<file path="config.mk">
export PLATFORM = sky130hd
export DESIGN_NAME = eth_cmd_enc
export DESIGN_NICKNAME = d
export VERILOG_FILES = /design/src/rtl/eth_cmd_enc.sv
export SDC_FILE = /design/constraint.sdc
export NUM_CORES = 1
export LEC_CHECK = 0
export BUFFER_PORTS_ARGS = -buffer_cell sky130_fd_sc_hd__buf_2
export CAP_MARGIN = 20
export CORE_ASPECT_RATIO = 0.75
export CORE_MARGIN = 1
export CORE_UTILIZATION = 38
export DETAILED_ROUTE_END_ITERATION = 6
export PLACE_DENSITY_LB_ADDON = 0.15
export SLEW_MARGIN = 30
export SYNTH_ARGS = -nofsm -noshare
export SYNTH_HDL_FRONTEND = slang
export SYNTH_SLANG_ARGS = --single-unit
</file>
<file path="constraint.sdc">
create_clock -name clk -period 4.3 [get_ports clk]
set_input_delay 0.645 -clock clk [delete_from_list [all_inputs] [get_ports clk]]
set_output_delay 0.645 -clock clk [all_outputs]
set_load 0.01 [all_outputs]
</file>
<file path="src/rtl/eth_cmd_enc.sv">
// rtl/eth_cmd_enc.sv - register record queue and byte-serial frame encoder for the UDP control TX FIFO
//
// Takes (address, data) register records, queues them QDEPTH deep and emits
// each one as a framed byte stream on the TX FIFO write port:
//   HDR0 HDR1 addr d[31:24] d[23:16] d[15:8] d[7:0] [checksum] TAIL
// Optional feature macro: CMD_ENC_CHKSUM_EN inserts the checksum byte
// (addr + four data bytes, mod 256) between d[7:0] and TAIL.
//
// Ports:
//   clk          system clock (clk_50M)
//   reset_n      asynchronous active-low reset
//   cmd_valid    record present this cycle
//   cmd_addr     register address
//   cmd_data     register data
//   cmd_ready    queue has room (from registered count only)
//   fifo_full    TX FIFO full, same clock domain, used combinationally
//   fifo_wrreq   TX FIFO write strobe
//   fifo_wrdata  byte written to TX FIFO
//   busy         frame in progress or queue non-empty (registered)
//   frame_done   one-cycle pulse after the TAIL byte is written
//   drop_cnt     records discarded while the queue was full, saturating

module eth_cmd_enc #(
  parameter logic [7:0] HDR0   = 8'h55,
  parameter logic [7:0] HDR1   = 8'hA5,
  parameter logic [7:0] TAIL   = 8'hF0,
  parameter int         QDEPTH = 4
) (
  input  logic        clk,
  input  logic        reset_n,
  input  logic        cmd_valid,
  input  logic [7:0]  cmd_addr,
  input  logic [31:0] cmd_data,
  output logic        cmd_ready,
  input  logic        fifo_full,
  output logic        fifo_wrreq,
  output logic [7:0]  fifo_wrdata,
  output logic        busy,
  output logic        frame_done,
  output logic [15:0] drop_cnt
);

  localparam int AW = $clog2(QDEPTH);
  localparam int CW = AW + 1;
  localparam logic [CW-1:0] FULL_CNT = CW'(QDEPTH);

  typedef enum logic [3:0] {
    IDLE,
    S_H0,
    S_H1,
    S_AD,
    S_D3,
    S_D2,
    S_D1,
    S_D0,
`ifdef CMD_ENC_CHKSUM_EN
    S_CK,
`endif
    S_TL
  } state_e;

  // Queue storage: {addr, data} per entry
  logic [39:0]    mem_q [QDEPTH];
  logic [AW-1:0]  wr_ptr_q, wr_ptr_d;
  logic [AW-1:0]  rd_ptr_q, rd_ptr_d;
  logic [CW-1:0]  cnt_q, cnt_d;

  // Frame registers hold the record being serialised
  logic [7:0]     addr_q, addr_d;
  logic [31:0]    data_q, data_d;

  state_e         state_q, state_d;
  logic           busy_q, busy_d;
  logic           frame_done_q, frame_done_d;
  logic [15:0]    drop_cnt_q, drop_cnt_d;

  logic           push;
  logic           drop;
  logic           pop;
  logic           wr;
  logic           q_nempty;

  assign cmd_ready  = (cnt_q != FULL_CNT);
  assign push       = cmd_valid && cmd_ready;
  assign drop       = cmd_valid && !cmd_ready;
  assign q_nempty   = (cnt_q != '0);
  assign wr         = (state_q != IDLE) && !fifo_full;

  // A new record is loaded either from idle or straight after a TAIL write,
  // which is what gives back-to-back frames without a gap byte.
  assign pop        = q_nempty && ((state_q == IDLE) || ((state_q == S_TL) && wr));

  assign fifo_wrreq = wr;
  assign busy       = busy_q;
  assign frame_done = frame_done_q;
  assign drop_cnt   = drop_cnt_q;

`ifdef CMD_ENC_CHKSUM_EN
  logic [7:0] chk;
  assign chk = addr_q + data_q[31:24] + data_q[23:16] + data_q[15:8] + data_q[7:0];
`endif

  // Byte mux; IDLE drives zero so the write bus is quiet between frames
  always_comb begin
    fifo_wrdata = 8'h00;
    case (state_q)
      S_H0:    fifo_wrdata = HDR0;
      S_H1:    fifo_wrdata = HDR1;
      S_AD:    fifo_wrdata = addr_q;
      S_D3:    fifo_wrdata = data_q[31:24];
      S_D2:    fifo_wrdata = data_q[23:16];
      S_D1:    fifo_wrdata = data_q[15:8];
      S_D0:    fifo_wrdata = data_q[7:0];
`ifdef CMD_ENC_CHKSUM_EN
      S_CK:    fifo_wrdata = chk;
`endif
      S_TL:    fifo_wrdata = TAIL;
      default: fifo_wrdata = 8'h00;
    endcase
  end

  // Next state: byte states advance only on an accepted write
  always_comb begin
    state_d = state_q;
    case (state_q)
      IDLE:    if (q_nempty) state_d = S_H0;
      S_H0:    if (wr) state_d = S_H1;
      S_H1:    if (wr) state_d = S_AD;
      S_AD:    if (wr) state_d = S_D3;
      S_D3:    if (wr) state_d = S_D2;
      S_D2:    if (wr) state_d = S_D1;
      S_D1:    if (wr) state_d = S_D0;
`ifdef CMD_ENC_CHKSUM_EN
      S_D0:    if (wr) state_d = S_CK;
      S_CK:    if (wr) state_d = S_TL;
`else
      S_D0:    if (wr) state_d = S_TL;
`endif
      S_TL:    if (wr) state_d = q_nempty ? S_H0 : IDLE;
      default: state_d = IDLE;
    endcase
  end

  always_comb begin
    wr_ptr_d     = push ? wr_ptr_q + AW'(1) : wr_ptr_q;
    rd_ptr_d     = pop  ? rd_ptr_q + AW'(1) : rd_ptr_q;
    cnt_d        = cnt_q + CW'(push) - CW'(pop);
    addr_d       = pop ? mem_q[rd_ptr_q][39:32] : addr_q;
    data_d       = pop ? mem_q[rd_ptr_q][31:0]  : data_q;
    // busy lags the state by one edge: it rises the edge after a push and
    // falls the edge after the final TAIL write
    busy_d       = (state_q != IDLE) || q_nempty;
    frame_done_d = (state_q == S_TL) && wr;
    drop_cnt_d   = drop_cnt_q;
    if (drop && (drop_cnt_q != 16'hFFFF)) begin
      drop_cnt_d = drop_cnt_q + 16'd1;
    end
  end

  always_ff @(posedge clk or negedge reset_n) begin
    if (!reset_n) begin
      state_q      <= IDLE;
      wr_ptr_q     <= '0;
      rd_ptr_q     <= '0;
      cnt_q        <= '0;
      addr_q       <= 8'h00;
      data_q       <= 32'h0;
      busy_q       <= 1'b0;
      frame_done_q <= 1'b0;
      drop_cnt_q   <= 16'h0;
    end else begin
      state_q      <= state_d;
      wr_ptr_q     <= wr_ptr_d;
      rd_ptr_q     <= rd_ptr_d;
      cnt_q        <= cnt_d;
      addr_q       <= addr_d;
      data_q       <= data_d;
      busy_q       <= busy_d;
      frame_done_q <= frame_done_d;
      drop_cnt_q   <= drop_cnt_d;
    end
  end

  // Queue payload needs no reset; occupancy is tracked by cnt_q
  always_ff @(posedge clk) begin
    if (push) begin
      mem_q[wr_ptr_q] <= {cmd_addr, cmd_data};
    end
  end

endmodule

</file>
# After elaboration in Yosys (flattened, before gate mapping)
# Memory sizes are Yosys's and may differ from the RTL's. A register that Yosys moved wholly into a read port is not among the register bits.
# Cells that the tools add are included.
[totals] word_cells=61 reg_bits=29 output_inout_bits=28 in_bits=44 n_memories=1 mem_bits_rw=160
[classes] n_reduce_logical=15 add_sub_neg=5 mux=14 eq_ne=19
[mem_list] memory="mem_q" depth=4 word_bits=40 rd=1 rd_clocked_by_memory_dff=1 wr=1 line="63" source="logic [39:0] mem_q [QDEPTH];"
[op_table] operator="case mux 8 bit (8 select lines)" count=1
[op_table] operator="two-way mux 4 bit" count=9
[op_table] operator="case mux 4 bit (9 select lines)" count=1
[op_table] operator="inequality test 2 bit (second input constant)" count=9
[op_table] operator="adder 16 x 1 -> 16 bit (second input constant)" count=1
[op_table] operator="== test 4 x 3 -> 1 bit (second input constant)" count=4
[op_table] operator="inequality test 16 bit (second input constant)" count=1
[op_table] operator="AND reduction 9 bit" count=1
[op_table] operator="== test 4 x 2 -> 1 bit (second input constant)" count=2
[op_table] operator="logical AND 1 bit" count=6
[op_table] operator="adder 2 x 1 -> 2 bit (second input constant)" count=2
[op_table] operator="== test 4 x 1 -> 1 bit (second input constant)" count=1
[op_table] operator="== test 4 bit (second input constant)" count=1
[op_table] operator="zero test 4 bit" count=1
[op_table] operator="nonzero test 4 bit" count=1
[op_table] operator="adder 3 x 1 -> 3 bit" count=1
[op_table] operator="zero test 1 bit" count=3
[op_table] operator="two-way mux 1 bit" count=3
[op_table] operator="inequality test 3 bit (second input constant)" count=1
[op_table] operator="nonzero test 3 bit" count=1
[op_table] operator="subtractor 3 x 1 -> 3 bit" count=1
[op_table] operator="logical OR 1 bit" count=2

# Depth between registers and ports, before layout
[logic_depth] depth_word=6 mapped_depth=12 ltp_nobuf=11

# Least setup slack after synthesis
# OpenSTA, ideal clock, no wires.
[synth_path] kind="register -> register" startpoint="register cnt_q[1]" endpoint="register cnt_q[2]" stages_incl_launch_ff=12 setup_slack_ns=1.806 t_required_ns=4.174 t_arrival_ns=2.367 path_cell_list="dfrtp_1 > or3_1 > and4_4 > buf_6 > buf_6 > ha_1 > inv_1 > ha_1 > inv_1 > fa_1 > xnor2_1 > xnor2_1"
[synth_via] word_cells_on_any_way=6 cone_classes="add/sub: 2; eq/ne: 1; reduce/logical: 3"
[synth_lines] element="start, declared" line="66" source="logic [CW-1:0] cnt_q, cnt_d;"
[synth_lines] element="start signal, assigned" line="175" source="cnt_q <= cnt_d;"
[synth_lines] element="nonzero test 3 bit" line="86" source="assign q_nempty = (cnt_q != '0);"
[synth_lines] element="logical AND 1 bit" line="91" source="assign pop = q_nempty && ((state_q == IDLE) || ((state_q == S_TL) && wr));"
[synth_lines] element="via pop" line="79" source="logic pop;"
[synth_lines] element="subtractor 3 x 1 -> 3 bit" line="147" source="cnt_d = cnt_q + CW'(push) - CW'(pop);"
[synth_lines] element="via cnt_d[2]" line="66"
# The timed path passes the listed nets, and every way through them passes these cells.
# A chain may end at the register's enable or synchronous reset.

# Final worst setup path
[layout_path] startpoint="register state_q[2]" endpoint="output port fifo_wrdata[6]"
[layout_via] elab_chain_len=2 word_cells_on_any_way=9 cone_classes="eq/ne: 8; mux: 1"
[layout_rtl] element="start, declared" line="72" source="state_e state_q, state_d;"
[layout_rtl] element="start signal, assigned" line="172" source="state_q <= state_d;"
[layout_rtl] element="== test 4 bit, or another cell as far along" line="106" source="case (state_q)"
[layout_rtl] element="case mux 8 bit (8 select lines) (*)" line="106"
[layout_rtl] element="end, declared" line="37" source="output logic [7:0] fifo_wrdata,"
# Every way passes the cells marked *; elsewhere a longest branch is shown, timed or not.

==> metrics.txt <==
ratio of cells with drive above 1 in the final layout=between 30% and 40%; clock latency at the later pin of the worst-skew pair=about 0.5 ns; DRC viols=0; H-tree lvl count=1; routability cong.=around 0.8; Worst EP arrival=2.48 ns; initial antenna violation count=1; post-layout util=a little under half; vias in the first global route=4698; Max clock buf depth=3; cts hold-fix bufs=0; Synth Flop Type=edfxtp_1; setup violation total in the final timing report=0; largest net degree at the start of global routing=70; # diodes=0; fin worst setup slack=about 1.2 ns; Via-to-Cell Ratio=4.966; Final Non-Filler Cells=roughly 920; CTS tree=done; Starting Density=38.77%; clock sink total=roughly 230; area delta synth->final=16.10%; dpl cells=just under 900; Worst-Margin Slew=a little under 0.8 ns; CP max FO=17; Register-to-Register Path Depth=9; post-route cell area=between 0.01 and 0.015 mm²; synthesized net count=around 550; EDFF count, synth=160; IO Port Bufs=71; residual overflow from global routing=0; NumNets Final=approximately 630; max_slew headroom=about 47%; RSZ-0062 raised after global routing=no; WP data required=approximately 3.7 ns; placed cell areas=roughly 0.010 mm²; maximum vdd drop=0.2885 mV; Root Buffer=clkbuf_16; setup bufs post-CTS=0; Place WS=1.673 ns; RR Endpoint=cnt_q[2]; Startpoint Class=flip-flop; WL/cell=about 20 µm; CP Capture Type=output port; Worst Hold Class=primary input to asynchronous set/reset pin; CP endpoint=fifo_wrdata[6]; status=completed; sequential share of the synthesized area=70.10%; max capacitance violation total=0; Lkg Pwr=0.004019 µW; cts repair resizes=0; vias post-DR=4579; Tot GR Track Use=roughly 15%; async set or reset register ratio after synthesis=between 30 and 40%; DR pass1 iterations=4; die area=approximately 0.025 mm²; Critical path origin=state_q[2]; Hold Fails Final Rpt=0; Final Max Tran Viols=0; clock skew=0.008022 ns; Unique masters post-synth=between 40 and 50; fin crit share=72.71%; CTS Buf Count=25; initial DRC count=274; Synth Instances=approximately 500; Total Wirelength=around 18 mm; r2r startpoint=state_q[1]; min Tclk post-route=about 3.1 ns; number of synthesized register bits=around 230; Die X=182.8 µm; Mean Syn Cell Area=about 19 µm²; Setup TNS Final=0 ns; first-pass GRT wire length=about 29 mm; Core Region=~0.024 mm²; flop-to-flop setup slack=~1.8 ns; fmax=about 320 MHz; P per Cell Area=between 700 and 800 mW/mm²; HPWL Detailed=11.15 mm; DIE HEIGHT=around 140 µm; antenna-violating nets left=0; # IOs=approximately 70; Yosys warnings=0; crit path kind=flip-flop to output port; standard-cell rows=49; synthesized cell area=~0.0093 mm²; clk slew on worst S/H paths=around 0.060 ns
==> metal layers <==
| layer | vias up | share of wire (%) | global-route usage (%) |
|---|---|---|---|
| li1 | 2111 | - | - |
| met1 | 2353 | 51 | 22.78 |
| met2 | 85 | 44 | 22.73 |
| met3 | 28 | 3.7 | 2.934 |
| met4 | 2 | 1.8 | 3.519 |
| met5 | - | 0.082 | 0 |
==> critical path, stage by stage, from the launching register on <==
cell and delay (ns):
dfrtp_1 0.70, inv_1 0.25, nor2_1 0.45, a31oi_1 0.15, o221ai_1 0.24, buf_2 0.18
==> power by group <==
group | internal (µW) | leakage, µW | switching (µW)
sequential | 2990 | 0.00231 | 507
clock | 1320 | 0.000404 | 832
combinational | 1230 | 0.00131 | 983
total | 5530 | 0.00402 | 2320
==> cell usage in the layout (no fill, tap or decap), drive strengths merged, types with 3 or more instances in the layout <==
| cell type | count |
|---|---|
| inv | 9 |
| clkinv | 6 |
| nor2b | 5 |
| o21ai | 8 |
| xor2 | 11 |
| mux2 | 48 |
| a32o | 3 |
| mux4 | 43 |
| bufinv | 3 |
| nor3 | 4 |
| xnor2 | 6 |
| a21oi | 5 |
| a31oi | 5 |
| ha | 7 |
| nand3 | 8 |
| dfrtp | 69 |
| and3 | 5 |
| edfxtp | 160 |
| nor4 | 6 |
| or3 | 3 |
| buf | 73 |
| nand2 | 20 |
| nand4 | 6 |
| clkbuf | 33 |
| nor2 | 21 |
==> through the flow <==
stage / power (µW) / hold WS [ns]
finish: 7853 / 0.1482
global route: 8290 / 0.1938
CTS: 7990 / 0.3005
detailed placement: 5802 / 0.4920
global placement: 5761 / 0.4880
floorplan: 5127 / 0.3494
==> registers in the layout (all words and copies together), names as in the netlist <==
register / count
rd_ptr_q: 2
busy: 1
frame_done: 1
cnt_q: 3
data_q: 32
drop_cnt: 16
addr_q: 8
wr_ptr_q: 2
mem_q: 160
state_q: 4
==> cells in the mapped netlist (all sizes together), types with 6 or more instances <==
cell type / instances / area share (%)
buf: 14 / 1.3
clkbuf: 8 / 0.32
dfrtp: 69 / 19
edfxtp: 160 / 52
ha: 7 / 0.94
inv: 8 / 0.32
mux2: 48 / 7.2
mux4: 43 / 10
nand2: 20 / 0.81
nand3: 8 / 0.43
nand4: 6 / 0.40
nor2: 21 / 0.85
nor4: 6 / 0.56
o21ai: 8 / 0.43
xnor2: 6 / 0.56
xor2: 11 / 1.0
==> cell type report <==
type	instances	area, µm²
Sequential cell	229	6536
Tap cell	331	414.1
Clock inverter	12	140.1
Multi-Input combinational cell	236	2623
Clock buffer	33	696.9
Inverter	8	30.03
Timing Repair Buffer	73	376.6
Fill cell	2121	13220
==> kinds of logic (layout without fill, tap and decap cells) <==
family / after synthesis / count (layout) / share of synthesized area (%)
AOI/OAI and AO/OA: 30 / 30 / 2.176
xor gates and xnor gates: 17 / 17 / 1.598
adders and majority gates: 8 / 8 / 1.155
buffers and inverters: 30 / 126 / 1.961
DFF: 229 / 229 / 70.10
muxes: 92 / 92 / 17.71
and+or+nand+nor: 89 / 89 / 5.292
==> worst min path at each step <==
| stage | to | depth (start not counted) | slack [ns] | start |
|---|---|---|---|---|
| finish | data_q[28] | 1 | 0.15 | reset_n |
| global route | data_q[28] | 1 | 0.19 | reset_n |
| CTS | data_q[28] | 1 | 0.30 | reset_n |
| detailed placement | data_q[7] | 1 | 0.49 | data_q[7] |
| global placement | drop_cnt[10] | 1 | 0.49 | drop_cnt[10] |
| floorplan | addr_q[0] | 0 | 0.35 | reset_n |
(Power assumes the default switching activity.)
